$ cat src/rtl/fft64_pkg.sv
// fft64_pkg: shared constants, state encoding and index helpers for the
// 64-point FFT frame scheduler.
package fft64_pkg;

  localparam int FFT_N = 64;
  localparam int LOG2N = 6;
  localparam int DW    = 16;

  // Index of the final sample in a frame.
  localparam logic [LOG2N-1:0] LAST_IDX = LOG2N'(FFT_N - 1);

  typedef enum logic {
    IDLE   = 1'b0,
    STREAM = 1'b1
  } state_t;

  // The core emits bins in bit-reversed order; this maps a position in the
  // output stream back to its natural-order bin.
  function automatic logic [LOG2N-1:0] bit_rev(input logic [LOG2N-1:0] v);
    logic [LOG2N-1:0] r;
    r = {LOG2N{1'b0}};
    for (int i = 0; i < LOG2N; i++) begin
      r[i] = v[LOG2N-1-i];
    end
    return r;
  endfunction

endpackage

$ cat src/rtl/fft64_tag_fifo.sv
// fft64_tag_fifo: small synchronous FIFO of 1-bit owner ids, one entry per
// frame that has been issued to the FFT core but not yet fully delivered.
module fft64_tag_fifo #(
  parameter  int DEPTH = 4,
  localparam int CW    = $clog2(DEPTH + 1)
) (
  input  logic          clock,
  input  logic          reset,
  input  logic          push,
  input  logic          push_data,
  input  logic          pop,
  output logic          head,
  output logic [CW-1:0] count,
  output logic          full,
  output logic          empty
);

  localparam int AW = (DEPTH > 1) ? $clog2(DEPTH) : 1;

  logic [DEPTH-1:0] mem_r;
  logic [AW-1:0]    wr_ptr_r;
  logic [AW-1:0]    rd_ptr_r;
  logic [CW-1:0]    count_r;
  logic             do_push_s;
  logic             do_pop_s;

  // Pointer advance with wrap at DEPTH, so non-power-of-two depths work too.
  function automatic logic [AW-1:0] next_ptr(input logic [AW-1:0] p);
    logic [AW-1:0] n;
    if (p == AW'(DEPTH - 1)) begin
      n = {AW{1'b0}};
    end else begin
      n = p + AW'(1);
    end
    return n;
  endfunction

  // Overflowing pushes and underflowing pops are ignored outright.
  assign do_push_s = push && !full;
  assign do_pop_s  = pop && !empty;

  assign full  = (count_r == CW'(DEPTH));
  assign empty = (count_r == {CW{1'b0}});
  assign head  = mem_r[rd_ptr_r];
  assign count = count_r;

  // Storage, pointers and occupancy; push and pop together keep the count.
  always_ff @(posedge clock) begin
    if (reset) begin
      mem_r    <= {DEPTH{1'b0}};
      wr_ptr_r <= {AW{1'b0}};
      rd_ptr_r <= {AW{1'b0}};
      count_r  <= {CW{1'b0}};
    end else begin
      if (do_push_s) begin
        mem_r[wr_ptr_r] <= push_data;
        wr_ptr_r        <= next_ptr(wr_ptr_r);
      end
      if (do_pop_s) begin
        rd_ptr_r <= next_ptr(rd_ptr_r);
      end
      case ({do_push_s, do_pop_s})
        2'b10:   count_r <= count_r + CW'(1);
        2'b01:   count_r <= count_r - CW'(1);
        default: count_r <= count_r;
      endcase
    end
  end

endmodule

$ cat src/rtl/fft64_frame_sched.sv
// fft64_frame_sched: grants a shared 64-point streaming FFT core to one of
// two requesters a whole frame at a time (round-robin), and tags each result
// sample with its owner and natural-order bin index.
module fft64_frame_sched
  import fft64_pkg::*;
#(
  parameter int MAX_INFLIGHT = 4
) (
  input  logic             clock,
  input  logic             reset,
  input  logic             rq0_valid,
  output logic             rq0_ready,
  input  logic [DW-1:0]    rq0_re,
  input  logic [DW-1:0]    rq0_im,
  input  logic             rq1_valid,
  output logic             rq1_ready,
  input  logic [DW-1:0]    rq1_re,
  input  logic [DW-1:0]    rq1_im,
  output logic             fft_di_en,
  output logic [DW-1:0]    fft_di_re,
  output logic [DW-1:0]    fft_di_im,
  input  logic             fft_do_en,
  input  logic [DW-1:0]    fft_do_re,
  input  logic [DW-1:0]    fft_do_im,
  output logic             out_valid,
  output logic [DW-1:0]    out_re,
  output logic [DW-1:0]    out_im,
  output logic             out_tag,
  output logic [LOG2N-1:0] out_idx,
  output logic             out_last,
  output logic             underrun,
  output logic             orphan
);

  localparam int CW = $clog2(MAX_INFLIGHT + 1);

  state_t           state_r;
  logic             grant_r;
  logic [LOG2N-1:0] in_cnt_r;
  logic             rr_ptr_r;
  logic [LOG2N-1:0] out_cnt_r;
  logic             frame_tag_r;
  logic             frame_orphan_r;

  logic             arb_s;
  logic             room_s;
  logic             el0_s;
  logic             el1_s;
  logic             win_valid_s;
  logic             win_id_s;
  logic             sel_valid_s;
  logic [DW-1:0]    sel_re_s;
  logic [DW-1:0]    sel_im_s;

  logic             push_s;
  logic             pop_s;
  logic             head_s;
  logic [CW-1:0]    count_s;
  logic             full_s;
  logic             empty_s;

  // Inflight frames are exactly the owner FIFO occupancy.
  assign room_s = (count_s < CW'(MAX_INFLIGHT));

  // Arbitration point detection and round-robin winner selection.
  always_comb begin
    arb_s       = 1'b0;
    el0_s       = 1'b0;
    el1_s       = 1'b0;
    win_valid_s = 1'b0;
    win_id_s    = 1'b0;
    if (state_r == IDLE) begin
      arb_s = 1'b1;
    end else if (in_cnt_r == LAST_IDX) begin
      arb_s = 1'b1;
    end else begin
      arb_s = 1'b0;
    end
    el0_s = arb_s && rq0_valid && room_s;
    el1_s = arb_s && rq1_valid && room_s;
    if (el0_s && el1_s) begin
      win_valid_s = 1'b1;
      win_id_s    = rr_ptr_r;
    end else if (el0_s) begin
      win_valid_s = 1'b1;
      win_id_s    = 1'b0;
    end else if (el1_s) begin
      win_valid_s = 1'b1;
      win_id_s    = 1'b1;
    end else begin
      win_valid_s = 1'b0;
      win_id_s    = 1'b0;
    end
  end

  // Route the granted requester's sample towards the core input register.
  always_comb begin
    sel_valid_s = 1'b0;
    sel_re_s    = {DW{1'b0}};
    sel_im_s    = {DW{1'b0}};
    if (grant_r) begin
      sel_valid_s = rq1_valid;
      sel_re_s    = rq1_re;
      sel_im_s    = rq1_im;
    end else begin
      sel_valid_s = rq0_valid;
      sel_re_s    = rq0_re;
      sel_im_s    = rq0_im;
    end
  end

  // A sample is taken every STREAM cycle whether or not it is valid.
  assign rq0_ready = (state_r == STREAM) && !grant_r;
  assign rq1_ready = (state_r == STREAM) && grant_r;

  // The full guard is belt-and-braces: arbitration already requires room.
  assign push_s = win_valid_s && !full_s;
  // A frame that started orphaned owns no FIFO entry, so it must not pop one.
  assign pop_s  = fft_do_en && (out_cnt_r == LAST_IDX) && !frame_orphan_r;

  fft64_tag_fifo #(
    .DEPTH (MAX_INFLIGHT)
  ) u_tag_fifo (
    .clock     (clock),
    .reset     (reset),
    .push      (push_s),
    .push_data (win_id_s),
    .pop       (pop_s),
    .head      (head_s),
    .count     (count_s),
    .full      (full_s),
    .empty     (empty_s)
  );

  // Input-side FSM: stream 64 samples per grant, re-arbitrating on the last.
  always_ff @(posedge clock) begin
    if (reset) begin
      state_r   <= IDLE;
      grant_r   <= 1'b0;
      in_cnt_r  <= {LOG2N{1'b0}};
      rr_ptr_r  <= 1'b0;
      fft_di_en <= 1'b0;
      fft_di_re <= {DW{1'b0}};
      fft_di_im <= {DW{1'b0}};
      underrun  <= 1'b0;
    end else begin
      case (state_r)
        STREAM: begin
          fft_di_en <= 1'b1;
          in_cnt_r  <= in_cnt_r + LOG2N'(1);
          if (sel_valid_s) begin
            fft_di_re <= sel_re_s;
            fft_di_im <= sel_im_s;
            underrun  <= 1'b0;
          end else begin
            fft_di_re <= {DW{1'b0}};
            fft_di_im <= {DW{1'b0}};
            underrun  <= 1'b1;
          end
        end
        default: begin
          fft_di_en <= 1'b0;
          fft_di_re <= {DW{1'b0}};
          fft_di_im <= {DW{1'b0}};
          underrun  <= 1'b0;
        end
      endcase
      if (win_valid_s) begin
        state_r  <= STREAM;
        grant_r  <= win_id_s;
        rr_ptr_r <= ~win_id_s;
        in_cnt_r <= {LOG2N{1'b0}};
      end else if (arb_s) begin
        state_r <= IDLE;
      end else begin
        state_r <= state_r;
      end
    end
  end

  // Output side: register core results with owner tag and natural-order bin.
  always_ff @(posedge clock) begin
    if (reset) begin
      out_cnt_r      <= {LOG2N{1'b0}};
      frame_tag_r    <= 1'b0;
      frame_orphan_r <= 1'b0;
      out_valid      <= 1'b0;
      out_re         <= {DW{1'b0}};
      out_im         <= {DW{1'b0}};
      out_tag        <= 1'b0;
      out_idx        <= {LOG2N{1'b0}};
      out_last       <= 1'b0;
      orphan         <= 1'b0;
    end else if (fft_do_en) begin
      out_cnt_r <= out_cnt_r + LOG2N'(1);
      out_valid <= 1'b1;
      out_re    <= fft_do_re;
      out_im    <= fft_do_im;
      out_idx   <= bit_rev(out_cnt_r);
      out_last  <= (out_cnt_r == LAST_IDX);
      if (out_cnt_r == {LOG2N{1'b0}}) begin
        if (empty_s) begin
          out_tag        <= 1'b0;
          orphan         <= 1'b1;
          frame_tag_r    <= 1'b0;
          frame_orphan_r <= 1'b1;
        end else begin
          out_tag        <= head_s;
          orphan         <= 1'b0;
          frame_tag_r    <= head_s;
          frame_orphan_r <= 1'b0;
        end
      end else begin
        out_tag <= frame_tag_r;
        orphan  <= 1'b0;
      end
    end else begin
      out_valid <= 1'b0;
      out_re    <= {DW{1'b0}};
      out_im    <= {DW{1'b0}};
      out_tag   <= 1'b0;
      out_idx   <= {LOG2N{1'b0}};
      out_last  <= 1'b0;
      orphan    <= 1'b0;
    end
  end

endmodule

$ cat config.mk
export PLATFORM = sky130hd
export DESIGN_NAME = fft64_frame_sched
export DESIGN_NICKNAME = d
export VERILOG_FILES = /design/src/rtl/fft64_pkg.sv /design/src/rtl/fft64_tag_fifo.sv /design/src/rtl/fft64_frame_sched.sv
export SDC_FILE = /design/constraint.sdc
export NUM_CORES = 1
export LEC_CHECK = 0
export CAP_MARGIN = 20
export CORE_MARGIN = 3
export CORE_UTILIZATION = 43
export DETAILED_ROUTE_END_ITERATION = 10
export GPL_TIMING_DRIVEN = 0
export PLACE_DENSITY = 0.84
export SLEW_MARGIN = 20
export SYNTH_ARGS = -nofsm -noshare
export SYNTH_HDL_FRONTEND = slang
export SYNTH_SLANG_ARGS = --single-unit
$ cat constraint.sdc
create_clock -name clock -period 4.8 [get_ports clock]
set_input_delay 0.96 -clock clock [delete_from_list [all_inputs] [get_ports clock]]
set_output_delay 0.96 -clock clock [all_outputs]
set_load 0.01 [all_outputs]
==> reports/qor.yml, run 1 <==
run_status: "completed"
post_cts_resized: 0
finalSetupViolCount: 0
core_region_area_mm2: 0.00826
ant_nets: 0
min-delay-path-class: "reg -> reg"
post_synth_and_or_nand_nor_area_fraction_pct: 18.5
netSwitchingPower_uw: 437
area_of_the_die_mm2: 0.00972
global_route.overflow_total: 0
grt_start_max_net_pins: 19
place.gp.congestion: 0.840
critical_path.reg2reg.endpoint: "u_tag_fifo.count[2]"
sequentialPowerShare_pct: 53.8
synth_top_area_share_pct: 56.5
met3_usage_pct: 5.45
ctsLongestPathBuffers: 2
drive_gt1_share_pct: 6.46
swShare_pct: 25.7
maxSlewViolCount: 0
min_from: "frame_tag_r"
cts_num_sinks: 104
seq_area_frac_synth_pct: 56.5
regArea_mm2: 0.00208
drt_first_pass_iters: 4
syn_area_mm2: 0.00369
hpwl_um: 8380
tritoncts: "done"
nets: 649
holdPathEnd: "out_tag"
dr.first_iter.drc_count: 58
boundaryPins: 179
power_frac_comb_pct: 16.8
area_of_the_multi_input_gates_mm2: 0.00144
grt_first_pass_wirelength_um: 16200
worstPathArrival_ps: 3310
tritoncts.num_buffers: 9
start_util_pct: 44.7
dp_worst_setup_slack_ps: 1420
cap_viol_max_count: 0
critical_path.max_fanout: 9
hold_buffers: 0
vertical_die_dimension_um: 98.6
clk_latency_worst_skew_pair_ps: 350
synthesis.yosys.warnings: 0
via_count_of_the_first_global_routing_pass: 3147
timing.hold.ws_ps: 463
setup_repair_after_global_routing_missed_its_margin: "false"
chipWidth_um: 98.6
num-fill-cells: 613
dominant_combinational_cell_family_by_area_after_synthesis: "simple AND/OR/NAND/NOR gates"
yosys-mux-area-fraction_pct: 10.4
postLayoutSetupSlackWorst_ps: 1770
clock-root-buffer: "clkbuf_8"
global_route.usage.met2_pct: 38.7
power.ir.vdd_worst_mv: 0.175
clkSlewWorstSetupHoldPaths_ps: 100
clock_skew_ps: 13.1
leakage_nw: 2.34
grtUsageMet1_pct: 22.9
critPathLaunchType: "input port"
final.setup.tns_ps: 0
post_syn_nets: 462
pwr-share-clk_pct: 29.4
wl_per_cell_um: 16.1
final_hold_viol_count: 0
critical_path.endpoint_type: "flop"
timing.reg2reg.worst_path_depth: 12
diodes: 0
area_share_of_xor_xnor_cells_in_the_synthesized_design_pct: 2.61
synthesis.area_per_instance_um2: 10.5
synth_compound_area_share_pct: 3.83
syn2layout_area_growth_pct: 56.1
critical_path_class: "in -> reg"
synth-adder-area-share_pct: 3.60
residual_drc: 0
internal-power_mw: 1.26
core.rowCount: 33
critical_path_required_ps: 5080
h_tree_level_count: 3
port-buffer-count: 176
layout_worst_path_cycle_share_pct: 63.1
period_minus_slack_ps: 3030
synth.largest_area_cell: "dfxtp_1"
relSlewSlack_pct: 69.5
postSynthCellCount: 351
vias_after_detailed_routing: 3134
antenna_found_initial: 0
hold-path-cell-count: 2
busiest_layer: "met2"
via_per_inst: 4.84
synth_seq_cells: 104
postCtsSetupBuffers: 0
tightest_slew_ps: 457
synth_cell_types: 38
powerDensity_mw_per_mm2: 295
track_usage_pct: 20.9
crit-reg2reg-launch: "in_cnt_r[0]"
wl_um: 10400
timing.fmax_ghz: 0.330
yosys-top-cells-area: "dfxtp_1, mux2i_1, and3_1, nor2_1, ha_1"
r2r_setup_slack_ps: 2350
[area by class of cell]
type	instances	share of cell area, %
buffer	22	2.02
clock buffer	9	2.15
clock inverter	6	0.891
inverter	14	0.913
multi-input combinational	211	25.0
sequential	104	36.2
tap	105	2.28
timing repair buffer	176	30.6
[sequential cells by signal, indices dropped and copies added (netlist names), 2 cells and up]
signal	cells
u_tag_fifo.mem_r	4
out_re	16
fft_di_im	16
fft_di_re	16
u_tag_fifo.wr_ptr_r	2
in_cnt_r	6
out_im	16
out_cnt_r	6
u_tag_fifo.rd_ptr_r	2
u_tag_fifo.count	3
out_idx	6
[cell families (layout without fill, tap and decap cells)]
logic type | count (synthesis) | after routing
AOI/OAI and AO/OA | 20 | 20
buffers and inverters | 36 | 227
DFF | 104 | 104
adders and majority gates | 10 | 10
and+or+nand+nor | 133 | 133
muxes | 37 | 37
xor gates and xnor gates | 11 | 11
[synthesized netlist by cell type]
master    instances
dfxtp_1         104
nor2_1           46
and3_1           36
mux2i_1          35
inv_1            13
nand2_1          13
buf_2             9
clkbuf_1          9
ha_1              9
nor3_1            8
xor2_1            8
nand3_1           7
a21oi_1           6
nand4_1           6
a32o_1            4
or3_1             4
and2_1            3
o21ai_0           3
xnor2_1           3
a31o_2            2
and3_2            2
and4_1            2
buf_6             2
nor2b_1           2
o31ai_1           2
a311oi_1          1
and2b_1           1
buf_4             1
clkbuf_4          1
clkinv_1          1
fa_1              1
mux2_2            1
mux4_2            1
nand4_2           1
nor3b_1           1
nor4_1            1
o211ai_1          1
o21bai_1          1
[per-stage QoR]
stage / instance area (um2) / utilization [%] / cells / power [mW]
after floorplan: 3690 / - / 351 / 1.06
after global placement: 5580 / 67.6 / 632 / 1.21
after detailed placement: 5580 / 67.6 / 632 / 1.22
after CTS: 5760 / 69.7 / 647 / 1.71
after global routing: 5760 / 69.7 / 647 / 1.77
final: 5760 / 69.7 / 647 / 1.70
[power groups by stage]
stage	combinational (mW)	clock [mW]	sequential (mW)
global placement	0.276	0	0.931
CTS	0.287	0.507	0.913
global route	0.309	0.540	0.918
floorplan	0.116	0	0.943
finish	0.286	0.499	0.913
detailed placement	0.286	0	0.934
[metal layers]
metal / up-vias / routed length, um
met5: - / 0
met4: 0 / 211
met2: 108 / 5570
li1: 1561 / -
met3: 19 / 656
met1: 1446 / 3970
[layout by cell type, fill, tap and decap left out, drive strengths merged, types with 8 or more instances in the layout]
cell type and count:
nor3 8, xor2 8, dfxtp 104, clkbuf 19, mux2i 35, buf 12, nand2 13, nor2 46
clkdlybuf4s50 176, ha 9, inv 17, and3 38
[how the worst max path moves through the flow]
stage	slack [ps]	depth (start not counted)	endpoint	startpoint
after floorplan	2100	11	u_tag_fifo.count[2]	rq1_valid
after global placement	1500	12	u_tag_fifo.count[2]	rq1_valid
after detailed placement	1420	12	u_tag_fifo.count[2]	rq1_valid
after global routing	1620	12	u_tag_fifo.count[2]	rq0_valid
final	1770	12	u_tag_fifo.count[2]	rq1_valid
after CTS	1790	12	u_tag_fifo.count[2]	rq1_valid
[worst max-delay path, cell delays in order]
cell and delay [ps]:
clkdlybuf4s50_1 470, nor2_1 130, nor2_1 120, and2_1 160, buf_4 160, inv_1 70
ha_1 190, inv_1 60, fa_1 370, xor2_1 160, or3_1 310, a21oi_1 150
(Power assumes the default switching activity.)
==> inputs of run 2 (changes only) <==
--- a/config.mk
+++ b/config.mk
@@ -7,10 +7,10 @@
 export LEC_CHECK = 0
 export CAP_MARGIN = 20
 export CORE_MARGIN = 3
-export CORE_UTILIZATION = 43
+export CORE_UTILIZATION = 40
 export DETAILED_ROUTE_END_ITERATION = 10
 export GPL_TIMING_DRIVEN = 0
-export PLACE_DENSITY = 0.84
+export PLACE_DENSITY = 0.79
 export SLEW_MARGIN = 20
 export SYNTH_ARGS = -nofsm -noshare
 export SYNTH_HDL_FRONTEND = slang
==> constraint.sdc (replaced) <==
create_clock -name clock -period 3 [get_ports clock]
set_input_delay 0.6 -clock clock [delete_from_list [all_inputs] [get_ports clock]]
set_output_delay 0.6 -clock clock [all_outputs]
set_load 0.01 [all_outputs]
==> reports/qor.yml, run 2 (synthesis gave the netlist of run 1 again) <==
via_per_inst: 4.80
relSlewSlack_pct: 66.3
leakage_nw: 2.35
crit-reg2reg-launch: "in_cnt_r[0]"
vertical_die_dimension_um: 102
num-fill-cells: 709
drive_gt1_share_pct: 6.28
chipWidth_um: 102
postLayoutSetupSlackWorst_ps: 329
global_route.usage.met2_pct: 33.1
setup_repair_after_global_routing_missed_its_margin: "false"
ctsLongestPathBuffers: 2
tritoncts: "done"
clk_latency_worst_skew_pair_ps: 360
timing.reg2reg.worst_path_depth: 12
run_status: "completed"
mostFrequentLayoutCells: "clkdlybuf4s50_1, dfxtp_1, nor2_1"
busiest_layer: "met2"
min-delay-path-class: "in -> reg"
critical_path_required_ps: 3270
final_common_cell: "clkdlybuf4s50_1"
timing.fmax_ghz: 0.374
sequentialPowerShare_pct: 51.8
antenna_found_initial: 0
critical_path.max_fanout: 9
timing.hold.ws_ps: 447
crit_path_end: "u_tag_fifo.count[2]"
tightest_slew_ps: 505
critical_path.reg2reg.endpoint: "u_tag_fifo.count[2]"
path_buf_inv: 4
slowest_stage: "clkdlybuf4s50_1"
h_tree_level_count: 3
final.setup.tns_ps: 0
critPathLaunchType: "input port"
ant_nets: 0
diodes: 0
nets: 649
dp_worst_setup_slack_ps: -16.6
critical_path_cell_count: 12
worst_setup_path_startpoint: "rq1_valid"
grt_first_pass_wirelength_um: 14700
global_route.overflow_total: 0
swShare_pct: 23.2
netSwitchingPower_uw: 653
internal-power_mw: 2.17
start_util_pct: 41.7
hold_buffers: 0
core_region_area_mm2: 0.00885
timing.critical_path.max_delay_family: "simple AND/OR/NAND/NOR gates"
cts_num_sinks: 104
finalSetupViolCount: 0
powerDensity_mw_per_mm2: 487
critical_path.endpoint_type: "flop"
dr.first_iter.drc_count: 72
core.rowCount: 34
tritoncts.num_buffers: 9
postCtsSetupBuffers: 0
pwr-share-clk_pct: 32.2
boundaryPins: 179
critical_path_class: "in -> reg"
residual_drc: 0
via_count_of_the_first_global_routing_pass: 2948
port-buffer-count: 176
track_usage_pct: 17.9
r2r_setup_slack_ps: 490
wl_um: 9840
grt_start_max_net_pins: 17
syn2layout_area_growth_pct: 57.0
wl_per_cell_um: 15.2
power.ir.vdd_worst_mv: 0.293
layout_worst_path_cycle_share_pct: 89.0
worstPathCellList: "clkdlybuf4s50_1 > nor2_1 > nor2_1 > and2_1 > buf_4 > inv_1 > ha_1 > inv_1 > fa_1 > xor2_1 > or3_1 > a21oi_1"
post_cts_resized: 0
place.gp.congestion: 0.850
power_frac_comb_pct: 16.0
critical_path.max_stage_delay_ps: 530
clock-root-buffer: "clkbuf_8"
grtUsageMet1_pct: 20.6
final_hold_viol_count: 0
met3_usage_pct: 3.14
worstPathArrival_ps: 2950
drt_first_pass_iters: 4
period_minus_slack_ps: 2670
maxSlewViolCount: 0
vias_after_detailed_routing: 3113
cap_viol_max_count: 0
hpwl_um: 7860
clock_skew_ps: 18.9
clkSlewWorstSetupHoldPaths_ps: 90
area_of_the_die_mm2: 0.0104
[run 2: cell count changes in the layout (fill, tap and decap cells not counted), sizes merged]
cell    delta
inv        -3
bufinv     +2
[run 2: power groups by stage]
stage	clock (mW)	sequential, mW	combinational, mW
after CTS	0.927	1.46	0.454
final	0.909	1.46	0.451
after global routing	0.976	1.47	0.489
after floorplan	0	1.51	0.185
after detailed placement	0	1.49	0.452
after global placement	0	1.49	0.442
[run 2: per-layer routing]
layer / wire, um / vias up
met5: 0 / -
met4: 135 / 0
met3: 673 / 12
met2: 5160 / 107
met1: 3870 / 1435
li1: - / 1559
[run 2: how the worst min path moves through the flow]
stage	end	start	slack (ps)	cells past startpoint
2_1_floorplan	out_tag	frame_tag_r	430	2
3_3_place_gp	out_tag	frame_tag_r	450	2
3_5_place_dp	out_tag	frame_tag_r	450	2
4_1_cts	fft_di_en	reset	430	2
5_1_grt	fft_di_en	reset	440	2
6_report	fft_di_en	reset	450	2
[run 2: area by class of cell]
| class | instances | area, um2 | area share [%] |
|---|---|---|---|
| plain buffers | 22 | 116 | 2.01 |
| repair buffers | 176 | 1760 | 30.4 |
| inverters | 14 | 52.6 | 0.908 |
| multi-input cells | 211 | 1440 | 24.8 |
| well taps | 108 | 135 | 2.33 |
| clock buffers | 9 | 124 | 2.14 |
| flip-flops and latches | 104 | 2080 | 36.0 |
| clock inverters | 5 | 81.3 | 1.40 |
[run 2: metrics by stage]
step	instances	total power, mW	utilization [%]	instance area (um2)
2_1_floorplan	351	1.69	-	3690
5_1_grt	649	2.93	65.4	5790
6_report	649	2.82	65.4	5790
3_3_place_gp	635	1.93	63.1	5580
4_1_cts	649	2.84	65.4	5790
3_5_place_dp	635	1.94	63.1	5580
[run 2: worst register-to-register path, delay by kind of cell, from the launching register on]
| family | cells | cell delay [ps] |
|---|---|---|
| adder cells (fa/ha/maj) | 3 | 800 |
| AND/OR/NAND/NOR | 3 | 580 |
| flip-flops | 1 | 350 |
| buffers and inverters | 3 | 300 |
| AO/OA/AOI/OAI | 2 | 260 |
| XOR/XNOR | 1 | 150 |
